## config.mk

```make
export PLATFORM = sky130hd
export DESIGN_NAME = branch_predict_unit
export DESIGN_NICKNAME = d
export VERILOG_FILES = /design/src/rtl/bp_pkg.sv /design/src/rtl/sat_counter2.sv /design/src/rtl/branch_predict_unit.sv
export SDC_FILE = /design/constraint.sdc
export NUM_CORES = 1
export LEC_CHECK = 0
export ABC_AREA = 0
export CAP_MARGIN = 40
export CORE_ASPECT_RATIO = 1.75
export CORE_MARGIN = 10
export CORE_UTILIZATION = 57
export CTS_BUF_LIST = sky130_fd_sc_hd__clkbuf_8
export DETAILED_ROUTE_END_ITERATION = 8
export GPL_TIMING_DRIVEN = 0
export PLACE_DENSITY = 0.75
export SYNTH_ARGS = -nofsm -noshare
export SYNTH_HDL_FRONTEND = slang
export SYNTH_SLANG_ARGS = --single-unit
```

## constraint.sdc

```tcl
create_clock -name clk -period 5.8 [get_ports clk]
set_input_delay 1.16 -clock clk [delete_from_list [all_inputs] [get_ports clk]]
set_output_delay 1.16 -clock clk [all_outputs]
set_load 0.1 [all_outputs]
```

## src/rtl/bp_pkg.sv

```systemverilog
// Shared types and constants for the branch prediction unit (BTB + gshare PHT).
package bp_pkg;

  localparam int BP_PC_WIDTH_DEF     = 32;
  localparam int BP_BTB_IDX_BITS_DEF = 4;
  localparam int BP_GHR_BITS_DEF     = 4;

  // Tag covers every PC bit above the BTB index and the ignored byte offset.
  function automatic int bp_tag_width(input int pc_w, input int idx_bits);
    return pc_w - idx_bits - 2;
  endfunction

  localparam int BP_TAG_W_DEF = bp_tag_width(BP_PC_WIDTH_DEF, BP_BTB_IDX_BITS_DEF);

  typedef logic [1:0] cnt2_t;

  localparam cnt2_t BP_CNT_RESET = 2'b01;

  typedef struct packed {
    logic                       valid;
    logic [BP_TAG_W_DEF-1:0]    tag;
    logic [BP_PC_WIDTH_DEF-1:0] target;
  } btb_entry_t;

endpackage

```

## src/rtl/sat_counter2.sv

```systemverilog
// 2-bit saturating up/down counter, next value only; the caller owns the storage.
module sat_counter2
  import bp_pkg::*;
(
  input  cnt2_t cnt_i,
  input  logic  inc_i,
  output cnt2_t cnt_o
);

  // Step towards 3 or 0 and hold at the rail instead of wrapping.
  always_comb begin
    cnt_o = cnt_i;
    if (inc_i) begin
      if (cnt_i != 2'b11) begin
        cnt_o = cnt_i + 2'b01;
      end else begin
        cnt_o = cnt_i;
      end
    end else begin
      if (cnt_i != 2'b00) begin
        cnt_o = cnt_i - 2'b01;
      end else begin
        cnt_o = cnt_i;
      end
    end
  end

endmodule

```

## src/rtl/branch_predict_unit.sv

```systemverilog
// Fetch-stage branch predictor: direct-mapped BTB plus gshare PHT, updated from execute.
// Optional performance counters are enabled with `define BP_PERF_CNT_EN.
module branch_predict_unit
  import bp_pkg::*;
#(
  parameter int BTB_IDX_BITS = BP_BTB_IDX_BITS_DEF,
  parameter int GHR_BITS     = BP_GHR_BITS_DEF,
  parameter int PC_WIDTH     = BP_PC_WIDTH_DEF
) (
  input  logic                clk,
  input  logic                reset,
  input  logic [PC_WIDTH-1:0] fetch_pc,
  output logic                pred_hit,
  output logic                pred_taken,
  output logic [PC_WIDTH-1:0] pred_next_pc,
  output logic [GHR_BITS-1:0] pred_pht_idx,
  input  logic                res_valid,
  input  logic [PC_WIDTH-1:0] res_pc,
  input  logic                res_taken,
  input  logic [PC_WIDTH-1:0] res_target,
  input  logic [GHR_BITS-1:0] res_pht_idx,
  input  logic                res_mispredict,
`ifdef BP_PERF_CNT_EN
  output logic [31:0]         perf_branches,
  output logic [31:0]         perf_mispredicts,
`endif
  output logic [GHR_BITS-1:0] ghr_out
);

  localparam int BTB_ENTRIES = 2 ** BTB_IDX_BITS;
  localparam int PHT_ENTRIES = 2 ** GHR_BITS;
  localparam int TAG_W       = bp_tag_width(PC_WIDTH, BTB_IDX_BITS);

  logic [BTB_ENTRIES-1:0] btb_valid_q;
  logic [TAG_W-1:0]       btb_tag_q    [BTB_ENTRIES];
  logic [PC_WIDTH-1:0]    btb_target_q [BTB_ENTRIES];
  cnt2_t                  pht_q        [PHT_ENTRIES];
  logic [GHR_BITS-1:0]    ghr_q;
  logic [GHR_BITS-1:0]    ghr_d;

  logic [BTB_IDX_BITS-1:0] fetch_idx_s;
  logic [TAG_W-1:0]        fetch_tag_s;
  logic [GHR_BITS-1:0]     lookup_pht_idx_s;
  logic [PC_WIDTH-1:0]     seq_pc_s;
  logic [BTB_IDX_BITS-1:0] res_idx_s;
  logic [TAG_W-1:0]        res_tag_s;
  cnt2_t                   pht_cur_s;
  cnt2_t                   pht_nxt_s;
  logic                    unused_s;

  // Zero-latency lookup; reads pre-edge state so a same-cycle update is not bypassed.
  always_comb begin
    fetch_idx_s      = fetch_pc[BTB_IDX_BITS+1:2];
    fetch_tag_s      = fetch_pc[PC_WIDTH-1:BTB_IDX_BITS+2];
    lookup_pht_idx_s = fetch_pc[GHR_BITS+1:2] ^ ghr_q;
    seq_pc_s         = fetch_pc + PC_WIDTH'(32'd4);
    pred_hit         = btb_valid_q[fetch_idx_s] && (btb_tag_q[fetch_idx_s] == fetch_tag_s);
    pred_taken       = pred_hit && pht_q[lookup_pht_idx_s][1];
    if (pred_taken) begin
      pred_next_pc = btb_target_q[fetch_idx_s];
    end else begin
      pred_next_pc = seq_pc_s;
    end
  end

  assign pred_pht_idx = lookup_pht_idx_s;
  assign ghr_out      = ghr_q;

  assign res_idx_s = res_pc[BTB_IDX_BITS+1:2];
  assign res_tag_s = res_pc[PC_WIDTH-1:BTB_IDX_BITS+2];
  assign pht_cur_s = pht_q[res_pht_idx];

  sat_counter2 u_pht_cnt (
    .cnt_i (pht_cur_s),
    .inc_i (res_taken),
    .cnt_o (pht_nxt_s)
  );

  // History shifts only on resolved branches, so it is never speculative.
  always_comb begin
    ghr_d = ghr_q;
    if (res_valid) begin
      ghr_d = {ghr_q[GHR_BITS-2:0], res_taken};
    end else begin
      ghr_d = ghr_q;
    end
  end

  // Global history register.
  always_ff @(posedge clk or posedge reset) begin
    if (reset) begin
      ghr_q <= '0;
    end else begin
      ghr_q <= ghr_d;
    end
  end

  // PHT counters start weakly not-taken; update uses the index carried from fetch.
  always_ff @(posedge clk or posedge reset) begin
    if (reset) begin
      for (int i = 0; i < PHT_ENTRIES; i++) begin
        pht_q[i] <= BP_CNT_RESET;
      end
    end else if (res_valid) begin
      pht_q[res_pht_idx] <= pht_nxt_s;
    end
  end

  // BTB valid bits are the only BTB state needing reset.
  always_ff @(posedge clk or posedge reset) begin
    if (reset) begin
      btb_valid_q <= '0;
    end else if (res_valid && res_taken) begin
      btb_valid_q[res_idx_s] <= 1'b1;
    end
  end

  // Taken branches overwrite the indexed entry, evicting any alias.
  always_ff @(posedge clk) begin
    if (res_valid && res_taken) begin
      btb_tag_q[res_idx_s]    <= res_tag_s;
      btb_target_q[res_idx_s] <= res_target;
    end
  end

`ifdef BP_PERF_CNT_EN
  logic [31:0] perf_branches_q;
  logic [31:0] perf_mispredicts_q;

  // Free-running event counters that wrap at 2**32.
  always_ff @(posedge clk or posedge reset) begin
    if (reset) begin
      perf_branches_q    <= 32'd0;
      perf_mispredicts_q <= 32'd0;
    end else if (res_valid) begin
      perf_branches_q <= perf_branches_q + 32'd1;
      if (res_mispredict) begin
        perf_mispredicts_q <= perf_mispredicts_q + 32'd1;
      end
    end
  end

  assign perf_branches    = perf_branches_q;
  assign perf_mispredicts = perf_mispredicts_q;
  assign unused_s         = ^res_pc[1:0];
`else
  assign unused_s = ^{res_pc[1:0], res_mispredict};
`endif

endmodule

```

==> flow_summary_export.csv, run 1 <==
group,metric,value,unit
drt,drc,0,
timing,clock_skew,0.02299,ns
min_path,hold_class,"reg -> reg",
worst_setup_path,cp.arrival,5.07,ns
logic_synthesis,synth_cell_type_count,70,
global_routing,grt_pass1_wl,162200,microns
timing,drv_slew,0,
finish,syn2layout_area_growth,22.06,%
drt,vias,21860,
finish,fin_area,48420,sq um
worst_setup_path,r2r_slack,3.27,ns
worst_setup_path,critPathBufInv,11,
drt,wl_per_cell,34.03,microns
logic_synthesis,syn-cell-area,39670,sq um
power,peakVddDrop,299.4,uV
logic_synthesis,synthCells,1905,
logic_synthesis,syn_nets,2011,
clock_tree,cts_buffer_depth,3,
global_routing,grt_usage,28.47,%
logic_synthesis,synthArstFlopShare,5.306,%
worst_setup_path,cp-end-kind,"output port",
worst_setup_path,r2r-end,"pht_q[15]$_DFFE_PP0P_",
global_routing,grt_overflow,0,
timing,worst_slack,-0.4271,ns
clock_tree,cts_tree,"yes",
finish,finalNonFillerCells,3343,
global_routing,grt_max_degree,37,
global_routing,antenna_found_initial,6,
worst_setup_path,criticalPathCategory,"in -> out",
logic_synthesis,synth_edf_count,928,
placement,numPortBuffers,130,
power,power_density,302.9,nW/um^2
floorplanning,start_util,57.65,%
worst_setup_path,slowest_stage,"or4bb_4",
finish,drive_above_1_share,35.41,%
clock_tree,h-tree-depth,4,
logic_synthesis,avgSynthCellArea,20.82,sq um
worst_setup_path,r2r_start,"pht_q[25]$_DFFE_PP0P_",
worst_setup_path,cp.required,4.64,ns
timing,period_share,107.4,%
clock_tree,clkSlewWorstSetupHoldPaths,0.06,ns
floorplanning,dieArea,80960,sq um
logic_synthesis,ys_seq_elements,980,
placement,place.gp.congestion,0.9416,
clock_tree,numCtsBuffers,138,
timing,tns,-10.49,ns
timing,setup_viol,34,
status,violations,"setup timing",
drt,ant_nets,0,
worst_setup_path,critPathMostFrequentCell,"buf_12",
timing,min_period,6.227,ns
worst_setup_path,r2r_cells,5,
worst_setup_path,crit_fanout,9,
clock_tree,root_buffer,"clkbuf_8",
logic_synthesis,ys.warnings.count,0,
drt,drt_iter0_drc,2446,
floorplanning,floorplan.die.width,219.4,microns
floorplanning,chipHeight,369.0,microns
job,cap_viol_max_count,0,
drt,dr.pass1.iters,8,
min_path,hold_depth,1,
worst_setup_path,cp_top_family,"buffers and inverters",
floorplanning,io_pins,147,
timing,fmax,160.6,MHz
timing,relSlewSlack,41.66,%
timing,rsz0062_at_grt,"true",
worst_setup_path,critPathMaxStageDelay,0.57,ns
logic_synthesis,yosysSeqAreaShare,73.58,%
clock_tree,clk_latency,0.76,ns
finish,nets,2432,
floorplanning,core_area,68800,sq um
floorplanning,row_count,127,
placement,dp_hpwl,78730,microns
drt,wl,113800,microns
placement,dp.cells,3062,
worst_setup_path,crit_chain,"buf_8, buf_12, buf_12, buf_16, buf_12, buf_4, a211oi_1, nor4_1, a21oi_1, a21boi_1, or4bb_4, nor4_4, buf_12, buf_12, buf_16, buf_12, mux2_4, buf_16",
clock_tree,cts-hold-fix-buffers,0,
clock_tree,cts.sinks,980,
placement,dpl_cell_area,44660,sq um
timing,worst_pin_slew,0.8731,ns
global_routing,grt_pass1_vias,22880,
status,outcome,"finished with violations",
worst_setup_path,worstSetupPathDepth,18,
power,power.leakage,16.28,nW
logic_synthesis,synth_flop_cell,"edfxtp_1",
drt,vias_per_cell,6.540,
timing,timing_hold_violations_final,0,
min_path,holdPathEnd,"btb_valid_q[13]$_DFFE_PP0P_",
worst_setup_path,cp-start-kind,"primary input",
min_path,hp-start,"btb_valid_q[13]$_DFFE_PP0P_",
-- flip-flops by register name, summed over array words and instances, names as in the netlist --
name / count
pht_q: 32
ghr_out: 4
btb_target_q: 512
btb_tag_q: 416
btb_valid_q: 16
-- worst reg2reg max path, delay by kind of cell (launching register included) --
kind                     cells  cell delay (ns)
buffers and inverters        1             0.26
flip-flops                   1             0.40
adder cells (fa/ha/maj)      1             0.46
multiplexers                 3             1.28
-- worst max path at each step --
stage / startpoint / end / slack [ns]
after global placement: res_taken / btb_valid_q[12]$_DFFE_PP0P_ / -3.17
after floorplan: fetch_pc[4] / pred_hit / -0.44
after detailed placement: fetch_pc[3] / pred_next_pc[9] / -2.66
after CTS: fetch_pc[3] / pred_next_pc[2] / -0.26
final: fetch_pc[3] / pred_next_pc[9] / -0.43
after global routing: fetch_pc[4] / pred_next_pc[7] / -0.42
-- cell usage after synthesis (10+ instances only) --
master,count,share of area (%)
edfxtp_1,928,70
mux4_2,232,13
mux2i_1,85,2.1
mux2_2,61,1.7
nor2_1,54,0.51
clkbuf_1,36,0.34
dfrtp_1,36,2.3
nand2_1,36,0.34
mux2_4,29,1.1
xnor2_1,27,0.60
a22oi_1,24,0.45
buf_1,23,0.22
buf_2,22,0.28
inv_1,21,0.20
or2_2,17,0.27
xor2_1,17,0.38
dfstp_2,16,1.1
o22ai_1,15,0.24
a21oi_1,14,0.18
nand3_1,14,0.18
nor3_1,14,0.18
nor2b_1,13,0.21
buf_4,12,0.23
nand2b_1,11,0.17
nand4_1,10,0.16
or3_1,10,0.16
-- metrics by stage --
stage	total power [mW]	setup slack, ns	utilization [%]	hold WS, ns
2_1_floorplan	9.065	-0.4416	-	0.4337
5_1_grt	15.12	-0.4226	70.36	0.4766
3_5_place_dp	9.737	-2.659	64.91	0.4487
4_1_cts	14.69	-0.2627	70.26	0.4668
6_report	14.67	-0.4271	70.37	0.4660
3_3_place_gp	9.557	-3.173	61.40	0.4462
-- cell usage in the layout (no fill, tap or decap), types with 11 or more instances in the layout --
cell	count
buf_2	11
nor2_1	40
nand3_1	14
dfrtp_1	36
clkbuf_1	22
inv_1	68
xnor2_1	24
clkdlybuf4s50_1	92
buf_6	22
mux4_2	238
clkbuf_2	11
nand2_1	34
a21oi_1	12
buf_16	35
mux2i_1	76
nor2_4	14
clkinv_1	31
xor2_1	12
clkbuf_8	146
buf_12	76
buf_1	15
buf_8	44
a22oi_1	23
or2_2	16
buf_4	46
nor2b_1	11
mux2_4	31
clkinv_2	14
mux2_2	59
dfstp_2	16
edfxtp_1	928
-- kinds of logic (layout without fill, tap and decap cells) --
family                     after synthesis  count (layout)  synth area share [%]
DFF                                    980             980                 73.58
AOI/OAI and AO/OA                      121             121                 2.236
buffers and inverters                  122             651                 1.479
adders and majority gates                3               3               0.08201
xor gates and xnor gates                44              44                0.9715
other                                    0               6                     0
and+or+nand+nor                        220             220                 2.971
muxes                                  415             415                 18.68
-- routing by layer --
layer | global-route usage [%] | share of wire, %
met4 | 16.57 | 6.1
met3 | 5.988 | 8.6
met5 | 0 | 0.050
met2 | 48.20 | 52
met1 | 32.92 | 33
-- where the power goes --
part | internal [mW] | switching [mW] | leakage (nW) | total (mW)
clock network | 2.42 | 2.54 | 1.45 | 4.95
registers | 7.96 | 0.0865 | 8.97 | 8.05
logic | 0.743 | 0.920 | 5.85 | 1.66
total | 11.1 | 3.54 | 16.3 | 14.7
-- cell type report --
class,count,area (sq um)
multi-input combinational,803,10490
clock buffer,146,2009
fill,4015,20390
timing repair buffer,284,4130
inverter,22,83.83
antenna,6,15.01
buffer,97,892.1
sequential,980,29190
tap,903,1130
clock inverter,102,483.0
-- repair_timing --
item                       in CTS  in global routing
pin swaps                      20                 13
resized for setup             250                 21
buffers inserted               54                  7
gates cloned                    4                  0
setup endpoints to repair      34                 34
(Power assumes the default switching activity.)
==> inputs of run 2 (changes only) <==
Settings changed: RECOVER_POWER from default to 50, SYNTH_HIERARCHICAL from default to 1.
==> flow_summary_export.csv, run 2 <==
group,metric,value,unit
global_routing,antenna_found_initial,22,
placement,dp.cells,3019,
power,power.leakage,15.95,nW
logic_synthesis,yosysTopAreaCellShare,70.39,%
clock_tree,cts_tree,"yes",
global_routing,grt_overflow,0,
global_routing,grt_usage,27.52,%
worst_setup_path,crit_chain,"buf_4, buf_6, buf_12, buf_16, buf_12, mux2i_1, a22o_1, a2111oi_1, a2111o_1, nor4b_2, and4b_2, nand4_4, buf_4, buf_4, buf_6, mux2_4, buf_12",
logic_synthesis,ys.warnings.count,6,
status,violations,"capacitance limit, slew limit, setup timing",
clock_tree,clk_latency,0.79,ns
drt,drc,0,
finish,top_register,"btb_target_q",
finish,multi_input_area,10160,sq um
power,power_density,308.0,nW/um^2
timing,drv_slew,107,
power,total_power,14.66,mW
timing,fmax,172.3,MHz
finish,fin_area,47600,sq um
timing,worst_pin_slew,1.951,ns
finish,final_cell_mix,"edfxtp_1, mux4_2, clkbuf_8, buf_12, mux2i_1",
drt,vias_per_cell,6.522,
job,cap_viol_max_count,8,
floorplanning,floorplan.die.width,219.2,microns
min_path,hold_class,"reg -> reg",
timing,worst_slack,-0.005066,ns
worst_setup_path,cp-start-kind,"primary input",
logic_synthesis,synthCells,1864,
finish,n_fill_cell,4132,
drt,vias,21300,
finish,drive_above_1_share,35.02,%
drt,wl_per_cell,33.34,microns
logic_synthesis,yosys.cell_count.top_type,"edfxtp_1",
timing,timing_hold_violations_final,0,
clock_tree,clkSlewWorstSetupHoldPaths,0.07,ns
finish,fin_util,69.34,%
worst_setup_path,cp-end-kind,"output port",
global_routing,grt_pass1_vias,22670,
worst_setup_path,r2r_start,"pht_q[25]$_DFFE_PP0P_",
global_routing,grt_pass1_wl,157100,microns
worst_setup_path,critPathMaxStageDelay,0.81,ns
logic_synthesis,yosysTopAreaCell,"edfxtp_1",
finish,finalNonFillerCells,3266,
finish,largest_reg_flops,512,
placement,dp_hpwl,75310,microns
logic_synthesis,synth_edf_count,928,
logic_synthesis,syn_nets,1970,
finish,nets,2355,
timing,period_share,100.1,%
finish,final_common_cell,"edfxtp_1",
logic_synthesis,syn-cell-area,39590,sq um
worst_setup_path,r2r_slack,3.29,ns
timing,clock_skew,0.02617,ns
drt,ant_nets,0,
logic_synthesis,yosysSeqAreaShare,73.72,%
logic_synthesis,avgSynthCellArea,21.24,sq um
worst_setup_path,criticalPathCategory,"in -> out",
floorplanning,start_util,57.67,%
placement,dpl_cell_area,44320,sq um
timing,rsz0062_at_grt,"false",
min_path,hp-start,"btb_valid_q[8]$_DFFE_PP0P_",
power,peakVddDrop,207.3,uV
drt,wl,108900,microns
clock_tree,cts-hold-fix-buffers,0,
timing,setup_viol,1,
logic_synthesis,synth_common_cells,"edfxtp_1, mux4_2, mux2i_1",
finish,syn2layout_area_growth,20.22,%
clock_tree,root_buffer,"clkbuf_8",
timing,tns,-0.005066,ns
clock_tree,numCtsBuffers,136,
global_routing,grt_max_degree,37,
timing,relSlewSlack,-30.07,%
finish,register_area,29190,sq um
floorplanning,dieArea,80810,sq um
clock_tree,h-tree-depth,4,
logic_synthesis,synthArstFlopShare,5.306,%
placement,numPortBuffers,131,
floorplanning,chipHeight,368.6,microns
floorplanning,row_count,127,
worst_setup_path,cp.arrival,4.65,ns
worst_setup_path,slowest_stage,"a2111oi_1",
timing,hold_slack,0.4757,ns
placement,place.gp.congestion,0.9188,
worst_setup_path,crit_fanout,10,
timing,min_period,5.805,ns
logic_synthesis,ys_seq_elements,980,
logic_synthesis,synth_cell_type_count,66,
status,outcome,"finished with violations",
logic_synthesis,synth_flop_cell,"edfxtp_1",
worst_setup_path,cp.required,4.64,ns
placement,dp_worst_setup_slack,-1.778,ns
floorplanning,io_pins,147,
logic_synthesis,synth.area.top_cells,"edfxtp_1, mux4_2, dfrtp_1",
clock_tree,cts_buffer_depth,3,
clock_tree,cts.sinks,980,
drt,dr.pass1.iters,7,
worst_setup_path,crit_start,"fetch_pc[2]",
drt,drt_iter0_drc,2690,
finish,top_regs,"btb_target_q: 512 flops, btb_tag_q: 416 flops, pht_q: 32 flops",
floorplanning,core_area,68650,sq um
==> run 2: worst paths after layout <==
kind,to,depth (start not counted)
min in group asynchronous,btb_valid_q[12]$_DFFE_PP0P_,2
min reg2reg,btb_valid_q[8]$_DFFE_PP0P_,1
min,btb_valid_q[8]$_DFFE_PP0P_,1
max reg2reg,pht_q[5]$_DFFE_PP0P_,5
max,pred_next_pc[22],17
max in group asynchronous,pht_q[17]$_DFFE_PP0P_,3
==> run 2: cell families (layout without fill, tap and decap cells) <==
kind of cell | Yosys count | in the layout | synth area share [%]
xor+xnor | 56 | 56 | 1.239
flops | 980 | 980 | 73.72
fa+ha+maj | 3 | 3 | 0.08848
mux | 417 | 417 | 18.86
compound gates | 104 | 104 | 1.966
buf+inv | 117 | 606 | 1.558
simple gates | 187 | 187 | 2.566
other cells | 0 | 10 | 0
==> run 2: area by class of cell <==
class                   instances  share of cell area [%]
clock buffers                 146                   4.222
flip-flops and latches        980                   61.32
well taps                     903                   2.374
inverters                      18                  0.1420
multi-input cells             767                   21.34
diodes                         10                 0.05257
repair buffers                249                   7.592
clock inverters                96                   1.073
plain buffers                  97                   1.882
==> run 2: what timing repair did <==
action                                  4_1_cts  5_1_grt
endpoints found under the setup margin       34       23
setup buffers                                23        5
resized for setup                           198       23
pin swaps                                    13       14
gates cloned                                  4        0
==> run 2: worst max-delay path: cells and delay by family <==
kind,cells,cell delay [ns]
and+or+nand+nor,3,0.45
buffers and inverters,9,1.30
muxes,2,0.47
AOI/OAI and AO/OA,3,1.23
==> run 2: metal layers <==
metal | wire [microns] | global-route usage, % | vias to the layer above | part of all wire [%]
met3 | 9460 | 6.512 | 416 | 8.7
met4 | 7892 | 17.42 | 22 | 7.2
li1 | - | - | 8572 | -
met5 | 119 | 0 | - | 0.11
met1 | 36180 | 31.47 | 11000 | 33
met2 | 55220 | 45.91 | 1293 | 51
==> run 2: where the power goes <==
part | total (mW) | internal (mW) | switching (mW) | leakage (nW)
Sequential | 8.05 | 7.96 | 0.0895 | 8.97
Combinational | 1.57 | 0.694 | 0.874 | 5.57
Clock | 5.04 | 2.47 | 2.57 | 1.41
